<file path="config.mk">
export PLATFORM = sky130hd
export DESIGN_NAME = mpt_plb
export DESIGN_NICKNAME = d
export VERILOG_FILES = /design/src/rtl/mpt_pkg.sv /design/src/rtl/mpt_plb_victim_sel.sv /design/src/rtl/mpt_plb.sv
export SDC_FILE = /design/constraint.sdc
export NUM_CORES = 1
export LEC_CHECK = 0
export ABC_AREA = 1
export CORE_UTILIZATION = 50
export DETAILED_ROUTE_END_ITERATION = 7
export MAX_ROUTING_LAYER = met4
export PLACE_DENSITY_LB_ADDON = 0.12
export SLEW_MARGIN = 20
export SYNTH_ARGS = -nofsm -noshare
export SYNTH_HDL_FRONTEND = slang
export SYNTH_SLANG_ARGS = --single-unit
</file>
<file path="constraint.sdc">
create_clock -name clk_i -period 5.4 [get_ports clk_i]
set_input_delay 0.54 -clock clk_i [delete_from_list [all_inputs] [get_ports clk_i]]
set_output_delay 0.54 -clock clk_i [all_outputs]
set_load 0.03 [all_outputs]
</file>
<file path="src/rtl/mpt_pkg.sv">
// Shared MPT types: modes, access kinds, permission encodings, PLB entry
// layout and the permission-check helper used by the lookaside buffer.
`timescale 1ns/1ps
package mpt_pkg;

  localparam int PLEN        = 56;
  localparam int SDID_LEN    = 6;
  localparam int PAGE_OFFSET = 12;

  typedef enum logic [1:0] {
    MPT_BARE    = 2'd0,
    MPT_SMMPT43 = 2'd1,
    MPT_SMMPT52 = 2'd2,
    MPT_SMMPT64 = 2'd3
  } mpt_mode_e;

  typedef enum logic [1:0] {
    ACCESS_NONE  = 2'd0,
    ACCESS_READ  = 2'd1,
    ACCESS_WRITE = 2'd2,
    ACCESS_EXEC  = 2'd3
  } mpt_access_e;

  typedef enum logic [2:0] {
    DISALLOWED = 3'd0,
    ALLOW_R    = 3'd1,
    ALLOW_RW   = 3'd3,
    ALLOW_RX   = 3'd5,
    ALLOW_RWX  = 3'd7
  } mpt_permissions_e;

  typedef struct packed {
    logic [SDID_LEN-1:0]         sdid;
    logic [PLEN-PAGE_OFFSET-1:0] tag;
    mpt_permissions_e            perm;
  } plb_entry_t;

  typedef enum logic [1:0] {
    IDLE      = 2'd0,
    WALK_REQ  = 2'd1,
    WALK_WAIT = 2'd2
  } plb_state_e;

  function automatic logic mpt_perm_allows(input mpt_permissions_e perm,
                                           input mpt_access_e      access);
    logic ok;
    unique case (access)
      ACCESS_WRITE: ok = (perm == ALLOW_RW) || (perm == ALLOW_RWX);
      ACCESS_EXEC:  ok = (perm == ALLOW_RX) || (perm == ALLOW_RWX);
      default:      ok = (perm != DISALLOWED);
    endcase
    return ok;
  endfunction

endpackage

</file>
<file path="src/rtl/mpt_plb_victim_sel.sv">
// Fill victim choice for the PLB: lowest-index invalid entry, otherwise a
// round-robin pointer that only moves on fills into a full buffer.
`timescale 1ns/1ps
module mpt_plb_victim_sel #(
  parameter  int NUM_ENTRIES = 8,
  localparam int IDX_W       = $clog2(NUM_ENTRIES)
) (
  input  logic                   clk_i,
  input  logic                   rst_i,
  input  logic [NUM_ENTRIES-1:0] valid_i,
  input  logic                   fill_i,
  output logic [IDX_W-1:0]       victim_o
);

  logic [IDX_W-1:0] rr_q, rr_d;
  logic [IDX_W-1:0] first_inv;
  logic             any_inv;

  // NOTE: every combinational output gets a default before any branch so no latch is inferred.
  always_comb begin
    first_inv = '0;
    any_inv   = 1'b0;
    for (int i = NUM_ENTRIES - 1; i >= 0; i--) begin
      if (!valid_i[i]) begin
        first_inv = IDX_W'(i);
        any_inv   = 1'b1;
      end
    end
    victim_o = any_inv ? first_inv : rr_q;
    rr_d     = rr_q;
    if (fill_i && !any_inv) begin
      rr_d = (rr_q == IDX_W'(NUM_ENTRIES - 1)) ? '0 : rr_q + IDX_W'(1);
    end
  end

  // NOTE: sequential state uses non-blocking assignments so all flops update together.
  always_ff @(posedge clk_i or posedge rst_i) begin
    if (rst_i) rr_q <= '0;
    else       rr_q <= rr_d;
  end

endmodule

</file>
<file path="src/rtl/mpt_plb.sv">
// Permission Lookaside Buffer: fully associative per-page permission cache in
// front of the MPT walker, tagged by SDID, with selective or global flush.
`timescale 1ns/1ps
module mpt_plb
  import mpt_pkg::*;
#(
  parameter int NUM_ENTRIES = 8,
  parameter int PLEN        = mpt_pkg::PLEN,
  parameter int SDID_LEN    = mpt_pkg::SDID_LEN
) (
  input  logic                clk_i,
  input  logic                rst_i,
  input  mpt_mode_e           mode_i,
  input  logic                lookup_valid_i,
  output logic                lookup_ready_o,
  input  logic [PLEN-1:0]     lookup_spa_i,
  input  logic [SDID_LEN-1:0] lookup_sdid_i,
  input  mpt_access_e         lookup_access_i,
  output logic                resp_valid_o,
  output logic                resp_allow_o,
  output logic                resp_fault_o,
  output mpt_permissions_e    resp_perm_o,
  output logic                ptw_req_valid_o,
  input  logic                ptw_req_ready_i,
  output logic [PLEN-1:0]     ptw_req_spa_o,
  output logic [SDID_LEN-1:0] ptw_req_sdid_o,
  input  logic                ptw_resp_valid_i,
  input  logic                ptw_resp_error_i,
  input  mpt_permissions_e    ptw_resp_perm_i,
  input  logic                flush_i,
  input  logic                flush_sdid_valid_i,
  input  logic [SDID_LEN-1:0] flush_sdid_i
);

  localparam int IDX_W = $clog2(NUM_ENTRIES);

  plb_state_e             state_q;
  logic                   ready_q;
  logic                   resp_valid_q, resp_allow_q, resp_fault_q;
  mpt_permissions_e       resp_perm_q;
  logic                   ptw_req_valid_q;
  logic [PLEN-1:0]        req_spa_q;
  logic [SDID_LEN-1:0]    req_sdid_q;
  mpt_access_e            req_access_q;
  logic                   drop_q;
  logic [NUM_ENTRIES-1:0] valid_q;
  plb_entry_t             entries_q [NUM_ENTRIES];

  logic                   accept, hit, fill_en;
  mpt_permissions_e       hit_perm;
  logic [NUM_ENTRIES-1:0] flush_hit;
  logic [IDX_W-1:0]       victim;

  assign accept  = lookup_valid_i && ready_q;
  assign fill_en = (state_q == WALK_WAIT) && ptw_resp_valid_i && !ptw_resp_error_i
                   && !drop_q && !flush_i;

  always_comb begin
    hit       = 1'b0;
    hit_perm  = DISALLOWED;
    flush_hit = '0;
    for (int i = 0; i < NUM_ENTRIES; i++) begin
      if (valid_q[i] && entries_q[i].sdid == lookup_sdid_i &&
          entries_q[i].tag == lookup_spa_i[PLEN-1:PAGE_OFFSET]) begin
        hit      = 1'b1;
        hit_perm = entries_q[i].perm;
      end
      flush_hit[i] = flush_i && (!flush_sdid_valid_i || entries_q[i].sdid == flush_sdid_i);
    end
  end

  mpt_plb_victim_sel #(.NUM_ENTRIES(NUM_ENTRIES)) u_victim_sel (
    .clk_i    (clk_i),
    .rst_i    (rst_i),
    .valid_i  (valid_q),
    .fill_i   (fill_en),
    .victim_o (victim)
  );

  always_ff @(posedge clk_i or posedge rst_i) begin
    if (rst_i) begin
      valid_q <= '0;
    end else begin
      for (int i = 0; i < NUM_ENTRIES; i++) begin
        if (flush_hit[i]) valid_q[i] <= 1'b0;
      end
      if (fill_en) valid_q[victim] <= 1'b1;
    end
  end

  // NOTE: entry payload is left unreset; the separately reset valid bits make stale contents unreachable.
  always_ff @(posedge clk_i) begin
    if (fill_en) begin
      entries_q[victim] <= '{sdid: req_sdid_q,
                             tag:  req_spa_q[PLEN-1:PAGE_OFFSET],
                             perm: ptw_resp_perm_i};
    end
  end

  always_ff @(posedge clk_i or posedge rst_i) begin
    if (rst_i) begin
      state_q         <= IDLE;
      ready_q         <= 1'b0;
      resp_valid_q    <= 1'b0;
      resp_allow_q    <= 1'b0;
      resp_fault_q    <= 1'b0;
      resp_perm_q     <= DISALLOWED;
      ptw_req_valid_q <= 1'b0;
      req_spa_q       <= '0;
      req_sdid_q      <= '0;
      req_access_q    <= ACCESS_NONE;
      drop_q          <= 1'b0;
    end else begin
      resp_valid_q <= 1'b0;
      unique case (state_q)
        IDLE: begin
          ready_q <= 1'b1;
          if (accept) begin
            if (mode_i == MPT_BARE) begin
              resp_valid_q <= 1'b1;
              resp_allow_q <= 1'b1;
              resp_fault_q <= 1'b0;
              resp_perm_q  <= ALLOW_RWX;
            end else if (hit) begin
              resp_valid_q <= 1'b1;
              resp_allow_q <= mpt_perm_allows(hit_perm, lookup_access_i);
              resp_fault_q <= 1'b0;
              resp_perm_q  <= hit_perm;
            end else begin
              state_q         <= WALK_REQ;
              ready_q         <= 1'b0;
              ptw_req_valid_q <= 1'b1;
              req_spa_q       <= lookup_spa_i;
              req_sdid_q      <= lookup_sdid_i;
              req_access_q    <= lookup_access_i;
              // A flush racing the miss may invalidate what the walk returns.
              drop_q          <= flush_i;
            end
          end
        end
        WALK_REQ: begin
          if (flush_i) drop_q <= 1'b1;
          if (ptw_req_ready_i) begin
            ptw_req_valid_q <= 1'b0;
            state_q         <= WALK_WAIT;
          end
        end
        WALK_WAIT: begin
          if (flush_i) drop_q <= 1'b1;
          if (ptw_resp_valid_i) begin
            state_q      <= IDLE;
            ready_q      <= 1'b1;
            resp_valid_q <= 1'b1;
            if (ptw_resp_error_i) begin
              resp_allow_q <= 1'b0;
              resp_fault_q <= 1'b1;
              resp_perm_q  <= DISALLOWED;
            end else begin
              resp_allow_q <= mpt_perm_allows(ptw_resp_perm_i, req_access_q);
              resp_fault_q <= 1'b0;
              resp_perm_q  <= ptw_resp_perm_i;
            end
          end
        end
        default: state_q <= IDLE;
      endcase
    end
  end

  assign lookup_ready_o  = ready_q;
  assign resp_valid_o    = resp_valid_q;
  assign resp_allow_o    = resp_allow_q;
  assign resp_fault_o    = resp_fault_q;
  assign resp_perm_o     = resp_perm_q;
  assign ptw_req_valid_o = ptw_req_valid_q;
  assign ptw_req_spa_o   = req_spa_q;
  assign ptw_req_sdid_o  = req_sdid_q;

endmodule

</file>
==> qor.csv <==
metric,value,unit
fin cells,2997,
synthesized area,22920,um2
H-Tree Depth,2,
initial antenna violation count,5,
GPL Wtd Cong,1.061,
WL/cell,31.33,um
largest cells by area after synthesis,"edfxtp_1 56%, nand2_1 9.9%, dfrtp_1 9.4%, nor2_1 3.1%, inv_1 2.6%",
core area,45280,um2
Port Buffers,152,
worst-skew pair later-pin latency,630,ps
Startpoint Class,input port,
layout cells sized above 1,8.518,%
Arrival @ worst endpoint,4620,ps
crit path launch,lookup_spa_i[39],
Clock Tree Buf Depth,3,
critical path class,in2reg,
Post-synth EDFFs,424,
Slew @ Worst Pin,1083,ps
vias per inst,6.021,
Main synth FF type,edfxtp_1,
CP endpoint,ptw_req_spa_o[19],
ys async rst share,16.86,%
post-CTS sizing,0,
detailed placement HPWL,67930,um
Max VDD drop,0.3452,mV
register bit total from synthesis,510,
period utilisation layout,75.15,%
post-route minimum period,4058,ps
Pwr per Cell Area,436.2,nW/um2
HP Class,in2reg,
pin count of the biggest net entering global routing,63,
largest area contributor in the netlist,edfxtp_1,
Clock Pin Slew Worst Setup and Hold Paths,70,ps
leak pwr,10.42,nW
DRT Wirelength,93890,um
I/O Pins,153,
NumNets Final,2439,
Rows,78,
worst-path fanout max,46,
Synth warnings,0,
# hold bufs at CTS,0,
Cells after DPL,2895,
Worst Skew,27.97,ps
CTS Root Cell,clkbuf_16,
Layout area overhead,17.94,%
post-synth top area share,55.54,%
total grt overflow,0,
# Post-CTS Setup Buffers,0,
vias in the first global route,16692,
hold violation total from the final report,0,
status,completed,
TritonCTS clock tree,done,
end of the worst register-to-register path,ptw_req_spa_o[19],
DP Worst Slack,883.7,ps
Yosys cell types,46,
most frequent cell after synthesis,nand2_1,
Setup crit end kind,flop,
Initial Utilization,50.62,%
Slew Limit Fails,0,
setup total negative slack,0,ps
"Avg Cell Area, Syn",10.49,um2
Max-Cap Viols,0,
unrepaired setup endpoints after global routing,false,
commonest cells in the netlist,"607 x nand2_1, 424 x edfxtp_1, 189 x nor2_1",
Tot Pwr,11.79,mW
first-pass GRT wire length,128900,um
die width,216.1,um
CTS buffer count,53,
CTS Sinks,510,
die area,46710,um2
Worst Reg-to-Reg Cells,14,
DR vias,18044,
initial drt markers,2894,
reg2reg setup slack,1740,ps
"Worst Setup Slack, final",1342,ps
Post-DRT Antenna Nets,0,
post-synthesis sequential area ratio,64.93,%
Mapped Cells,2185,
Final setup violation count,0,
GRT Overall Usage,41.63,%
Worst Path Required,5960,ps
drt pass-1 iters,6,
drt drc,0,
chip height,216.1,um
Mapped Nets,2274,
FMAX,246.4,MHz
Critical R2R Launch,entries_q[5][15],
max_slew headroom,27.62,%
[sequential cells by signal, indices dropped and copies added, names as in the netlist]
register	cells
drop_q	1
entries_q	424
lookup_ready_o	1
ptw_req_sdid_o	6
ptw_req_spa_o	56
ptw_req_valid_o	1
req_access_q	2
resp_allow_o	1
resp_fault_o	1
resp_perm_o	3
resp_valid_o	1
state_q	2
u_victim_sel.rr_q	3
valid_q	8
[where the power goes]
group	switching, mW	internal [mW]	total [mW]
clock	1.66	2.29	3.95
sequential	0.872	4.93	5.80
combinational	1.29	0.748	2.04
[cells by family after synthesis]
| family | count (synthesis) | synth area share (%) |
|---|---|---|
| simple gates | 936 | 16.58 |
| flops | 510 | 64.93 |
| compound gates | 334 | 8.384 |
| buf+inv | 277 | 5.109 |
| xor+xnor | 121 | 4.623 |
| fa+ha+maj | 6 | 0.3275 |
| mux | 1 | 0.04912 |
[area by class of cell]
cell class,count,area [um2]
sequential,510,14880
clock buffer,66,1510
fill,3779,18250
multi-input combinational,1398,6928
tap,600,750.7
timing repair buffer,181,1809
antenna,2,5.005
inverter,206,778.2
clock inverter,34,370.4
[routing by layer]
layer  vias up  wire length (um)  track usage [%]  part of all wire (%)
li1       7767                 -                -                     -
met1      8834             36900            57.10                    39
met2      1240             41190            59.60                    44
met3       203             10850            8.267                    12
met4         0              4947            19.84                   5.3
met5         -                 0                -                     0
[metrics by stage]
step	utilization, %	instance area [um2]	hold slack (ps)
finish	59.70	27040	471.1
global route	59.70	27040	487.0
CTS	59.69	27030	453.7
detailed placement	55.54	25150	459.4
global placement	55.48	25120	462.9
floorplan	-	22920	471.2
[placed cells by master, fill, tap and decap left out, types with 8 or more instances in the layout]
master and instances:
inv_1 158, a21oi_1 17, inv_2 46, nand3_1 45, xor2_1 67, nor3_1 25
clkdlybuf4s50_1 152, o22ai_1 78, clkbuf_16 57, clkinv_2 16, or2_2 9, nor2_4 8
or2_0 8, nand2_1 607, edfxtp_1 424, o21ai_1 95, buf_4 24, a221oi_1 13
o21ai_0 100, xnor2_1 54, nand4_1 27, dfrtp_1 86, nor2_1 181, nor4_1 10
[how the worst min path moves through the flow]
| stage | cells past startpoint | slack, ps | startpoint | endpoint |
|---|---|---|---|---|
| 5_1_grt | 3 | 490 | lookup_spa_i[11] | ptw_req_spa_o[11] |
| 2_1_floorplan | 2 | 470 | drop_q | drop_q |
| 3_3_place_gp | 2 | 460 | ptw_req_spa_o[9] | ptw_req_spa_o[9] |
| 4_1_cts | 3 | 450 | lookup_spa_i[11] | ptw_req_spa_o[11] |
| 3_5_place_dp | 2 | 460 | ptw_req_spa_o[0] | ptw_req_spa_o[0] |
| 6_report | 3 | 470 | lookup_spa_i[11] | ptw_req_spa_o[11] |
[critical path, cell delays in order]
cell,delay [ps]
clkdlybuf4s50_1,500
inv_2,450
o22ai_1,350
nor2_1,190
nand4_1,90
nor2_1,360
nand3b_1,220
nor2_1,480
nand2_2,150
nand2_2,130
nor2_1,60
nand2_2,120
nor4_4,110
inv_4,340
buf_12,260
nand2_1,80
o21ai_1,110
No activity file was read; power rests on OpenSTA's default activity.
